### src/rtl/adder_pipe_n.sv
// adder_pipe_n: pipelined WIDTH-bit two's-complement adder/subtractor with a valid/ready
// handshake and one register stage per SEG-bit carry segment. Define ADDER_SAT_EN to saturate on signed overflow.
module adder_pipe_n #(
  parameter int WIDTH = 16,
  parameter int SEG   = 4
) (
  input  logic             clk,
  input  logic             rst_n,
  input  logic             in_valid,
  output logic             in_ready,
  input  logic [WIDTH-1:0] a,
  input  logic [WIDTH-1:0] b,
  input  logic             sub,
  input  logic             ent_acarreo,
  output logic             out_valid,
  input  logic             out_ready,
  output logic [WIDTH-1:0] sum,
  output logic             sal_acarreo,
  output logic             overflow
);

  localparam int STAGES = WIDTH / SEG;
  localparam int LAST   = STAGES - 1;

  if (SEG < 1 || WIDTH < SEG || (WIDTH % SEG) != 0) begin : g_param_check
    $error("adder_pipe_n: WIDTH (%0d) must be a non-zero multiple of SEG (%0d)", WIDTH, SEG);
  end

  // Per-stage state: operands travel with their partial result so each stage sees
  // the full vectors, and the carry out of the segment just resolved.
  logic             r_vld [STAGES];
  logic [WIDTH-1:0] r_a   [STAGES];
  logic [WIDTH-1:0] r_b   [STAGES];
  logic [WIDTH-1:0] r_s   [STAGES];
  logic             r_c   [STAGES];
  logic             r_ovf;

  logic             w_stall;
  logic [WIDTH-1:0] w_b_eff;
  logic             w_cin;
  logic             w_in_vld [STAGES];
  logic [WIDTH-1:0] w_in_a   [STAGES];
  logic [WIDTH-1:0] w_in_b   [STAGES];
  logic [WIDTH-1:0] w_in_s   [STAGES];
  logic             w_in_c   [STAGES];
  logic [WIDTH-1:0] w_new_s  [STAGES];
  logic             w_new_c  [STAGES];
  logic [WIDTH-1:0] w_out_s;
  logic             w_ovf;

  assign w_b_eff = sub ? ~b : b;
  assign w_cin   = sub ? 1'b1 : ent_acarreo;

  // The whole pipe freezes as one unit, bubbles included, so ordering never changes.
  assign w_stall  = r_vld[LAST] & ~out_ready;
  assign in_ready = ~w_stall;

  always_comb begin : stage_inputs
    // NOTE: every combinational output is assigned on every path (stage 0 here, the
    // rest in the loop) so no latch can be inferred.
    w_in_vld[0] = in_valid;
    w_in_a[0]   = a;
    w_in_b[0]   = w_b_eff;
    w_in_s[0]   = '0;
    w_in_c[0]   = w_cin;
    for (int k = 1; k < STAGES; k++) begin
      w_in_vld[k] = r_vld[k-1];
      w_in_a[k]   = r_a[k-1];
      w_in_b[k]   = r_b[k-1];
      w_in_s[k]   = r_s[k-1];
      w_in_c[k]   = r_c[k-1];
    end
  end

  always_comb begin : stage_adders
    logic [SEG:0] w_seg;
    w_seg = '0;
    for (int k = 0; k < STAGES; k++) begin
      w_seg = {1'b0, w_in_a[k][k*SEG +: SEG]}
            + {1'b0, w_in_b[k][k*SEG +: SEG]}
            + {{SEG{1'b0}}, w_in_c[k]};
      w_new_c[k]               = w_seg[SEG];
      w_new_s[k]               = w_in_s[k];
      w_new_s[k][k*SEG +: SEG] = w_seg[SEG-1:0];
    end
  end

  // Final stage: signed overflow from operand and result sign bits, optional clamp.
  always_comb begin : final_stage
    w_ovf   = (w_in_a[LAST][WIDTH-1] == w_in_b[LAST][WIDTH-1]) &&
              (w_new_s[LAST][WIDTH-1] != w_in_a[LAST][WIDTH-1]);
    w_out_s = w_new_s[LAST];
`ifdef ADDER_SAT_EN
    if (w_ovf) begin
      w_out_s = w_in_a[LAST][WIDTH-1] ? {1'b1, {(WIDTH-1){1'b0}}}
                                      : {1'b0, {(WIDTH-1){1'b1}}};
    end
`endif
  end

  always_ff @(posedge clk or negedge rst_n) begin
    if (!rst_n) begin
      // NOTE: the datapath registers are reset along with the valid bits because the
      // visible result outputs must read zero during and right after reset.
      for (int k = 0; k < STAGES; k++) begin
        r_vld[k] <= 1'b0;
        r_a[k]   <= '0;
        r_b[k]   <= '0;
        r_s[k]   <= '0;
        r_c[k]   <= 1'b0;
      end
      r_ovf <= 1'b0;
    end else if (!w_stall) begin
      for (int k = 0; k < STAGES; k++) begin
        r_vld[k] <= w_in_vld[k];
        if (w_in_vld[k]) begin
          r_a[k] <= w_in_a[k];
          r_b[k] <= w_in_b[k];
          r_s[k] <= (k == LAST) ? w_out_s : w_new_s[k];
          r_c[k] <= w_new_c[k];
        end
      end
      if (w_in_vld[LAST]) begin
        r_ovf <= w_ovf;
      end
    end
  end

  assign out_valid   = r_vld[LAST];
  assign sum         = r_s[LAST];
  assign sal_acarreo = r_c[LAST];
  assign overflow    = r_ovf;

endmodule

### config.mk
export PLATFORM = sky130hd
export DESIGN_NAME = adder_pipe_n
export DESIGN_NICKNAME = d
export VERILOG_FILES = /design/src/rtl/adder_pipe_n.sv
export SDC_FILE = /design/constraint.sdc
export NUM_CORES = 1
export LEC_CHECK = 0
export ABC_AREA = 1
export CELL_PAD_IN_SITES_DETAIL_PLACEMENT = 1
export CELL_PAD_IN_SITES_GLOBAL_PLACEMENT = 1
export CORE_MARGIN = 2
export CORE_UTILIZATION = 46
export DETAILED_ROUTE_END_ITERATION = 7
export PLACE_DENSITY = 0.93
export RECOVER_POWER = 50
export SYNTH_ARGS = -nofsm -noshare
export SYNTH_HDL_FRONTEND = slang
export SYNTH_SLANG_ARGS = --single-unit
export TNS_END_PERCENT = 1
### constraint.sdc
create_clock -name clk -period 4.7 [get_ports clk]
set_input_delay 0.94 -clock clk [delete_from_list [all_inputs] [get_ports clk]]
set_output_delay 0.94 -clock clk [all_outputs]
set_load 0.005 [all_outputs]
==> run summary <==
Run status = finished with violations
Failing checks = max-capacitance violations, max-slew violations
Area of the multi-input gates = 0.00171 mm²
Final wirelength = 9.24 mm
Pin count of the biggest net entering global routing = 70
Crit Path Max Fanout = 7
Critical path launch point type = primary input
Port bufs = 57
Initial Utilization = 0.469
Clk root buf = clkbuf_8
Area after DPL = 0.00502 mm²
Initial antenna violation count = 0
Via density = 4.81
First-pass GRT wire length = 15.8 mm
Worst-Skew Late Latency = 0.36 ns
CTS max path bufs = 2
Resize count post-CTS = 0
Final ANT Viol Nets = 0
Period utilization = 0.691
Fin. Hold Viols = 0
Sequential Area = 0.00243 mm²
Yosys reg bits = 97
Top sig layer = met4
Crit Path Category = primary input to output port
Final Max Tran Viols = 100
Most frequent cells in the layout = nand2_1, dfrtp_1, clkdlybuf4s50_1, o21ai_0, inv_1
Vias in the first global route = 3409
Clock sink total = 97
Hold Buf Count CTS = 0
Gr usage total = 0.189
Total gr overflow = 0
Post-CTS setup buffers = 0
WP data arrival = 2.31 ns
Final Cell Area = 0.00517 mm²
Routed wl met3 = 284 µm
CTS tree = built
Switch share = 0.382
Share of total power in combinational logic = 0.383
Routed via count = 3164
# diodes = 0
Routed metal-1 wirelength = 4.23 mm
Max Cap Viol = 2
Syn Area/Cell = 9.39 µm²
Clock Power Share = 0.165
Final number of setup-violating endpoints = 0
Drt drc = 0
Final Skew = 0.0113 ns
WL/cell = 14.0 µm
Mapped cell area = 0.00455 mm²
Min cycle time layout = 3.25 ns
Initial DRC count = 78
Peak supply drop = 0.210 mV
PwrDens = 584 mW/mm²
Syn Nets = 542
Psw = 0.00115 W
Least-Margin Pin Slew = 1.64 ns
RSZ-0062 raised after global routing = no
Area Growth Syn to Fin = 13.8%
Nets@finish = 578
Placed wire-length estimate = 6.69 mm
Fillcell total = 1107
Most common cell after layout, fill and taps aside = nand2_1
Die ar. = 0.0107 mm²
Routability congestion estimate = 0.776
Seq pwr share = 0.452
FP Rows = 36
Leak = 2.53 nW
Sequential-to-total area share from yosys stat = 0.534
Synthesis Warnings = 0
Clk pin slew, worst setup/hold paths = 0.09 ns
Drt pass-1 iters = 4
Fraction of layout cells with a size suffix above 1 = 0.0724
Slew HR = -0.0945
Core Region = 0.00968 mm²
Req. time, crit path = 3.76 ns
Netlist cell types = 22
Internal power = 0.00187 W
Fmax = 0.308 GHz
Height of the die = 103 µm
Cells after synthesis = 484
Wire length on met2 = 4.62 mm
Num ports = 58
Hold WS = 0.484 ns
CP endpoint kind = output port
TritonCTS buffer count = 9
Type of the most critical hold path = flop to flop
Post-route setup TNS = 0 ns
CTS HTree Levels = 3
Die Wd = 103 µm
-- power groups by stage --
stage          registers (W)  clock network (W)  logic [W]
2_1_floorplan        0.00133                  0   0.000901
3_3_place_gp         0.00137                  0    0.00109
3_5_place_dp         0.00138                  0    0.00117
4_1_cts              0.00137           0.000512    0.00119
5_1_grt              0.00140           0.000544    0.00134
6_report             0.00137           0.000497    0.00116
-- synthesized netlist by cell type --
master	number	area, µm²
nand2_1	187	702
dfrtp_1	97	2430
o21ai_0	34	170
inv_1	27	101
buf_4	23	173
nand3_1	22	110
xnor2_1	15	131
o21ai_2	13	114
ha_1	12	150
a21oi_1	8	40.0
fa_1	8	160
buf_6	7	78.8
nor2_1	6	22.5
xor2_1	5	43.8
buf_2	4	20.0
inv_2	3	11.3
nand2_4	3	33.8
o21ai_1	3	15.0
nand2_2	2	12.5
nor3_1	2	10.0
or2_2	2	12.5
inv_4	1	6.26
-- layer usage --
| metal | vias up | track usage |
|---|---|---|
| met3 | 8 | 0.0296 |
| met2 | 55 | 0.323 |
| met1 | 1529 | 0.248 |
| li1 | 1572 | - |
| met5 | - | 0 |
| met4 | 0 | 0.0648 |
-- registers in the layout, summed over array words and instances (netlist names) --
signal / cells
out_valid: 1
overflow: 1
r_a: 24
r_b: 24
r_c: 3
r_s: 24
r_vld: 3
sal_acarreo: 1
sum: 16
-- final cells by class --
cell class,count,share of cell area
Clock buffer,10,0.0266
Clock inverter,6,0.00822
Inverter,31,0.0230
Multi-Input combinational cell,322,0.330
Sequential cell,97,0.469
Tap cell,133,0.0322
Timing Repair Buffer,59,0.111
-- cell families after synthesis --
kind of cell	after synthesis	share of synthesized area
fa+ha+maj	20	0.0683
compound gates	58	0.0746
simple gates	224	0.199
flops	97	0.534
xor+xnor	20	0.0385
buf+inv	65	0.0859
-- worst max-delay path, cell delays in order --
cell             delay (ns)
dlygate4sd3_1          0.52
inv_1                  0.06
nand2_1                0.23
clkdlybuf4s50_1        0.56
-- stage by stage --
| step | power [W] | utilization | setup slack (ns) | cells |
|---|---|---|---|---|
| after global placement | 0.00245 | 0.519 | 1.58 | 642 |
| final | 0.00302 | 0.534 | 1.45 | 658 |
| after floorplan | 0.00223 | - | 1.96 | 484 |
| after global routing | 0.00329 | 0.534 | 1.10 | 658 |
| after CTS | 0.00307 | 0.537 | 1.65 | 658 |
| after detailed placement | 0.00255 | 0.519 | 1.51 | 642 |
-- path summary, 6_finish.rpt --
path	from	to	slack (ns)	cells past startpoint
worst max register to register	out_valid	r_a[63]	2.31	5
worst min-delay path	sum[5]	sum[5]	0.48	2
max in group asynchronous	rst_n	r_s[23]	1.58	2
worst max-delay path	out_ready	in_ready	1.45	4
worst min register to register	sum[5]	sum[5]	0.48	2
min in group asynchronous	rst_n	sum[10]	1.00	1
Note: power is estimated with default switching activity, not from simulation.
